**config.mk**
```make
export PLATFORM = sky130hd
export DESIGN_NAME = posit_adder_scheduler
export DESIGN_NICKNAME = d
export VERILOG_FILES = /design/src/rtl/posit_adder_scheduler.sv
export SDC_FILE = /design/constraint.sdc
export NUM_CORES = 1
export LEC_CHECK = 0
export ABC_CLOCK_PERIOD_IN_PS = 4800
export CAP_MARGIN = 20
export CORE_ASPECT_RATIO = 0.6
export CORE_MARGIN = 5
export CORE_UTILIZATION = 37
export DETAILED_ROUTE_END_ITERATION = 6
export PLACE_DENSITY = 0.81
export SETUP_SLACK_MARGIN = 0.2
export SYNTH_ARGS = -nofsm -noshare
export SYNTH_HDL_FRONTEND = slang
export SYNTH_SLANG_ARGS = --single-unit
```
**constraint.sdc**
```tcl
create_clock -name clk -period 4.8 [get_ports clk]
set_input_delay 0.96 -clock clk [delete_from_list [all_inputs] [get_ports clk]]
set_output_delay 0.96 -clock clk [all_outputs]
set_load 0.05 [all_outputs]
```
**src/rtl/posit_adder_scheduler.sv**
```systemverilog
// Round-robin scheduler sharing one combinational posit adder between NUM_REQ requesters.
// Two registered stages: issue (drives adder operands) and response (captures adder result).
module posit_adder_scheduler #(
  parameter int unsigned NUM_REQ  = 4,
  parameter int unsigned PD_IN_W  = 16,
  parameter int unsigned PD_OUT_W = 22,
  parameter int unsigned TAG_W    = 4,
  localparam int unsigned ID_W    = (NUM_REQ > 1) ? $clog2(NUM_REQ) : 1
) (
  input  logic                        clk,
  input  logic                        rst,
  input  logic                        enable,
  input  logic [NUM_REQ-1:0]          req_valid,
  output logic [NUM_REQ-1:0]          req_ready,
  input  logic [NUM_REQ*PD_IN_W-1:0]  req_op1,
  input  logic [NUM_REQ*PD_IN_W-1:0]  req_op2,
  input  logic [NUM_REQ*TAG_W-1:0]    req_tag,
  output logic [PD_IN_W-1:0]          add_op1,
  output logic [PD_IN_W-1:0]          add_op2,
  input  logic [PD_OUT_W-1:0]         add_res,
  output logic                        resp_valid,
  input  logic                        resp_ready,
  output logic [PD_OUT_W-1:0]         resp_data,
  output logic [ID_W-1:0]             resp_id,
  output logic [TAG_W-1:0]            resp_tag,
  output logic                        busy
);

  logic              s1_valid;
  logic [TAG_W-1:0]  s1_tag;
  logic [ID_W-1:0]   s1_id;
  logic [ID_W-1:0]   rr_ptr;

  logic              s2_adv;
  logic              s1_adv;
  logic              grant_en;
  logic              grant;
  logic              win_found;
  logic [ID_W-1:0]   win_id;
  logic [ID_W-1:0]   cand_id;
  int unsigned       idx;

  assign s2_adv   = !resp_valid || resp_ready;
  assign s1_adv   = s1_valid && s2_adv;
  assign grant_en = enable && (!s1_valid || s2_adv);

  // Search starts one past the last winner, so the last winner has lowest priority.
  always_comb begin
    win_found = 1'b0;
    win_id    = '0;
    idx       = 0;
    cand_id   = '0;
    for (int unsigned k = 1; k <= NUM_REQ; k++) begin
      idx     = (32'(rr_ptr) + k) % NUM_REQ;
      cand_id = ID_W'(idx);
      if (!win_found && req_valid[cand_id]) begin
        win_found = 1'b1;
        win_id    = cand_id;
      end
    end
  end

  always_comb begin
    req_ready = '0;
    if (grant_en && win_found && !rst) begin
      req_ready[win_id] = 1'b1;
    end
  end

  assign grant = |req_ready;

  always_ff @(posedge clk or posedge rst) begin
    if (rst) begin
      s1_valid <= 1'b0;
      add_op1  <= '0;
      add_op2  <= '0;
      s1_tag   <= '0;
      s1_id    <= '0;
      rr_ptr   <= ID_W'(NUM_REQ - 1);
    end else if (grant) begin
      s1_valid <= 1'b1;
      add_op1  <= req_op1[win_id*PD_IN_W +: PD_IN_W];
      add_op2  <= req_op2[win_id*PD_IN_W +: PD_IN_W];
      s1_tag   <= req_tag[win_id*TAG_W +: TAG_W];
      s1_id    <= win_id;
      rr_ptr   <= win_id;
    end else if (s1_adv) begin
      s1_valid <= 1'b0;
    end
  end

  always_ff @(posedge clk or posedge rst) begin
    if (rst) begin
      resp_valid <= 1'b0;
      resp_data  <= '0;
      resp_id    <= '0;
      resp_tag   <= '0;
    end else if (s1_adv) begin
      resp_valid <= 1'b1;
      resp_data  <= add_res;
      resp_id    <= s1_id;
      resp_tag   <= s1_tag;
    end else if (resp_ready) begin
      resp_valid <= 1'b0;
    end
  end

  assign busy = s1_valid || resp_valid;

  // Requesters must keep operands and tag stable while waiting for a grant.
  for (genvar i = 0; i < NUM_REQ; i++) begin : g_stable_chk
    assert property (@(posedge clk) disable iff (rst)
      (req_valid[i] && !req_ready[i]) |=>
        (!req_valid[i] || ($stable(req_op1[i*PD_IN_W +: PD_IN_W]) &&
                           $stable(req_op2[i*PD_IN_W +: PD_IN_W]) &&
                           $stable(req_tag[i*TAG_W +: TAG_W]))));
  end

endmodule

```
-- Yosys cells after proc, flatten, opt, wreduce, memory -nomap -nowiden
Index checks and enable logic that the tools add are counted.
- add/sub/neg operators: 4
- $lt $le $gt $ge: 6
- shift-type cells: 3
- muxes and demuxes: 23
- reduce and logical (&&, ||, !) cells: 20
- operators by type and width (operator ; count):
    $shiftx A64 B7 Y16 ; 2
    $shiftx A16 B5 Y4 ; 1
    $lt A2 B3 Y1 const B ; 5
    $mux W1 ; 13
    $bmux W1 S2 ; 4
    $logic_and A1 B1 Y1 ; 8
    $mux W2 ; 4
    $logic_not A1 Y1 ; 6
    $add A2 B1 Y2 const B ; 2
    $add A2 B2 Y2 const B ; 2
    $mux W4 ; 1
    $reduce_bool A2 Y1 ; 2
    $reduce_or A4 Y1 ; 1
    $logic_or A1 B1 Y1 ; 3
    $demux W1 S2 ; 1
    $ge A2 B1 Y1 const B ; 1
- register bits after elaboration: 70
- word-level logic and storage cells: 66

-- Longest topological paths before layout
- word-level depth: 20
- mapped depth: 7
- depth with buffers taken out: 4

-- Worst setup path before layout
No wires, ideal clock.
- path kind: input to output
- from: in rst
- to: out req_ready[3]
- data arrival time: 3.759 ns
- required time: 3.840 ns
- setup slack: 0.081 ns
- stages: 5
- path buffers: 2
- cell sequence: inv_1 > nand4_4 > buf_8 > buf_8 > nor2_1
- cells in the longest elaborated chain, start to end: 3
- ends and longest elaborated chain (what ; line ; RTL):
    start: declaration ; 11 ; input logic rst,
    $logic_not A1 Y1 (no source line) ; n/a ;
    $logic_and A1 B1 Y1 ; 65 ; if (grant_en && win_found && !rst) begin
    $mux W4 ; 65 ;
    end: declaration ; 14 ; output logic [NUM_REQ-1:0] req_ready,
No other way between the ends.

-- Final worst setup path
- from: in req_valid[1]
- to: out req_ready[0]
- cells in the longest elaborated chain, start to end: 17
- ends and longest elaborated chain (what ; line ; RTL):
    start: declaration ; 13 ; input logic [NUM_REQ-1:0] req_valid,
    $bmux W1 S2 ; 56 ; if (!win_found && req_valid[cand_id]) begin
    $mux W1 (implied by the code) ; 56 ;
    $mux W1 ; 56 ;
    $logic_not A1 Y1 ; 56 ;
    $logic_and A1 B1 Y1 ; 56 ;
    $mux W1 ; 56 ;
    $logic_not A1 Y1 ; 56 ;
    $logic_and A1 B1 Y1 ; 56 ;
    $mux W1 ; 56 ;
    $logic_not A1 Y1 ; 56 ;
    $logic_and A1 B1 Y1 ; 56 ;
    $mux W2 ; 56 ;
    $lt A2 B3 Y1 (implied by the code) / $ge A2 B1 Y1 (equally long branches) ; 66 ; req_ready[win_id] = 1'b1;
    $logic_and A1 B1 Y1 (implied by the code) ; 66 ;
    $mux W1 (implied by the code) ; 66 ;
    $demux W1 S2 ; 66 ;
    $mux W4 * ; 65 ;
Every way passes the cells marked *; elsewhere a longest branch is shown, timed or not. The select of a mux whose other input is x is not followed.

==> results_dict.tcl <==
set metrics [dict create \
    hold_path.class "register to register" \
    num_vias 3806 \
    sw_frac_of_total 0.413 \
    nets 756 \
    leakage_uw 0.00250 \
    clock_latency_ps 320 \
    grt_pass1_wl_um 21700 \
    power.total_uw 2870 \
    max_freq_mhz 257 \
    cts_tree "yes" \
    synth_top_area_share 0.449 \
    fin_area_um2 6530 \
    fin_crit_ps 3890 \
    placed_cell_area_um2 6250 \
    cts.clk_slew.worst_paths_ps 50 \
    io_buffers 239 \
    ys_seq_area_frac 0.462 \
    postLayoutCoreUtil 0.656 \
    via_per_inst 5.27 \
    grt_max_degree 72 \
    regArea_um2 1750 \
    synth_area_um2 3790 \
    cts_resized 0 \
    combPwrFrac 0.483 \
    crit_path_end_kind "output port" \
    finalCritPeriodShare 0.810 \
    synth-edff-count 0 \
    critical_path_peak_fanout 43 \
    dieArea_um2 12400 \
    wire_per_inst_um 19.5 \
    skew_ps 8.44 \
    diodes 0 \
    grtUsageTotal 0.221 \
    synth_top_cell_by_area "dfrtp_1" \
    finalMaxSlewViolations 0 \
    initial_utilization 0.381 \
    syn_nets 530 \
    layout_common_cells "235 x clkdlybuf4s50_1, 68 x dfrtp_1, 42 x nor2_1" \
    power.density_nw_per_um2 439 \
    drive_above_1_share 0.160 \
    yosysWarningCount 0 \
    firstDrtPassIters 4 \
    hpwlAfterDp_um 10400 \
    multiInputGateArea_um2 1800 \
    ys_ff_latch 70 \
    required_ps 3840 \
    routed_wl_um 14100 \
    final_common_cell "clkdlybuf4s50_1" \
    setup_tns_ps 0 \
    power.share.sequential 0.294 \
    antenna_found_initial 0 \
    switchingPower_uw 1180 \
    die_height_um 88.4 \
    h-tree-depth 3 \
    syn_avg_cell_area_um2 10.7 \
    finalHoldViolCount 0 \
    synthDistinctLibCells 40 \
    worstPathArrival_ps 2930 \
    vdd_drop_max_v 0.000246 \
    core-area_um2 9950 \
    grt-ovfl-total 0 \
    clockBufferDepth 2 \
    critPathLaunchType "input port" \
    drc 0 \
    grt_pass1_vias 4117 \
    ant_nets 0 \
    p_clk_frac 0.223 \
    synthTopCellsByArea "dfrtp_1 45%, a221oi_2 11%, mux2_2 8.3%" \
    cts_root_buf "clkbuf_16" \
    area_growth_syn_to_layout_pct 72.2 \
    cts_setup_buffers 0 \
    place.gp.congestion 0.842 \
    nFillCells 785 \
    rsz0062_at_grt "no" \
    io_pins 240 \
    maxSlewHeadroom 0.384 \
    critical_path_class "input port to output port" \
    synthArstFlopShare 1.00 \
    clock_sinks 70 \
    num_rows 28 \
    netlist_instances 356 \
    fp.dieW_um 141 \
    outcome "completed" \
    setup_viol 0 \
    holdBufCountCts 0 \
    worstMarginPinSlew_ps 924 \
    cap_violations 0 \
    synth_top_flop_cell "dfrtp_1" \
    drt_iter0_markers 160 \
    cts_buffers 9 \
    power.internal_uw 1680 \
]
-- power groups by stage --
stage                     Sequential, µW  Combinational [µW]  Clock [µW]
after floorplan                     1330                 373           0
after global placement               842                1370           0
after detailed placement             853                1390           0
after CTS                            844                1400         658
after global routing                 866                1450         683
final                                843                1390         640
-- logic make-up (layout without fill, tap and decap cells) --
group	after synthesis	count (layout)	share of synthesized area
AO/OA/AOI/OAI	125	125	0.273
AND/OR/NAND/NOR	98	98	0.116
flip-flops	70	70	0.462
buffers and inverters	34	265	0.0633
multiplexers	29	29	0.0858
-- final cells by class --
cell class,instances,share of cell area
inverter,2,0.00172
multi-input combinational,252,0.276
tap,135,0.0259
clock buffer,12,0.0362
clock inverter,4,0.00728
sequential,70,0.269
timing repair buffer,247,0.385
-- worst max-delay path, cell delays in order --
cell	delay (ps)
clkdlybuf4s50_1	550
or4_4	630
and4_4	360
and2_1	250
buf_12	160
-- worst paths after layout --
kind                                       start                 endpoint  slack (ps)  cells after the start
max                                 req_valid[1]             req_ready[0]         910                      5
min                         s1_id[0]$_DFFE_PP0P_     s1_id[0]$_DFFE_PP0P_         480                      1
max reg2reg                rr_ptr[1]$_DFFE_PP1P_  add_op1[13]$_DFFE_PP0P_        2740                      5
min reg2reg                 s1_id[0]$_DFFE_PP0P_     s1_id[0]$_DFFE_PP0P_         480                      1
max in group asynchronous                    rst  add_op1[10]$_DFFE_PP0P_        2780                      3
min in group asynchronous                    rst  resp_tag[2]$_DFFE_PP0P_        1430                      3
-- synth_stat cells (all sizes together), types with 2 or more instances --
master	number
nand2b	5
a31oi	36
a221oi	36
dfrtp	68
mux2	28
dfstp	2
a21boi	2
o211a	2
and2	3
inv	2
clkbuf	11
buf	21
nand2	38
o21ai	38
a21oi	4
or2	2
nor2	42
-- per-stage QoR --
step	cells	hold WS, ps	setup slack (ps)
after floorplan	356	460	841
after global placement	705	472	984
after detailed placement	706	476	926
after CTS	722	487	924
after global routing	722	495	832
final	722	483	912
-- layer usage --
metal  vias to the layer above  track usage  wire length [µm]
li1                       1780            -                 -
met1                      1820        0.273              5730
met2                       194        0.381              6860
met3                        12       0.0686              1310
met4                         0       0.0598               174
met5                         -            0                 0
-- flip-flops by register name (all words and copies together) (netlist names) --
register,flops
add_op2,16
resp_valid,1
resp_data,22
s1_tag,4
resp_tag,4
rr_ptr,2
s1_id,2
resp_id,2
s1_valid,1
add_op1,16
Power figures use the tool's default switching activity.
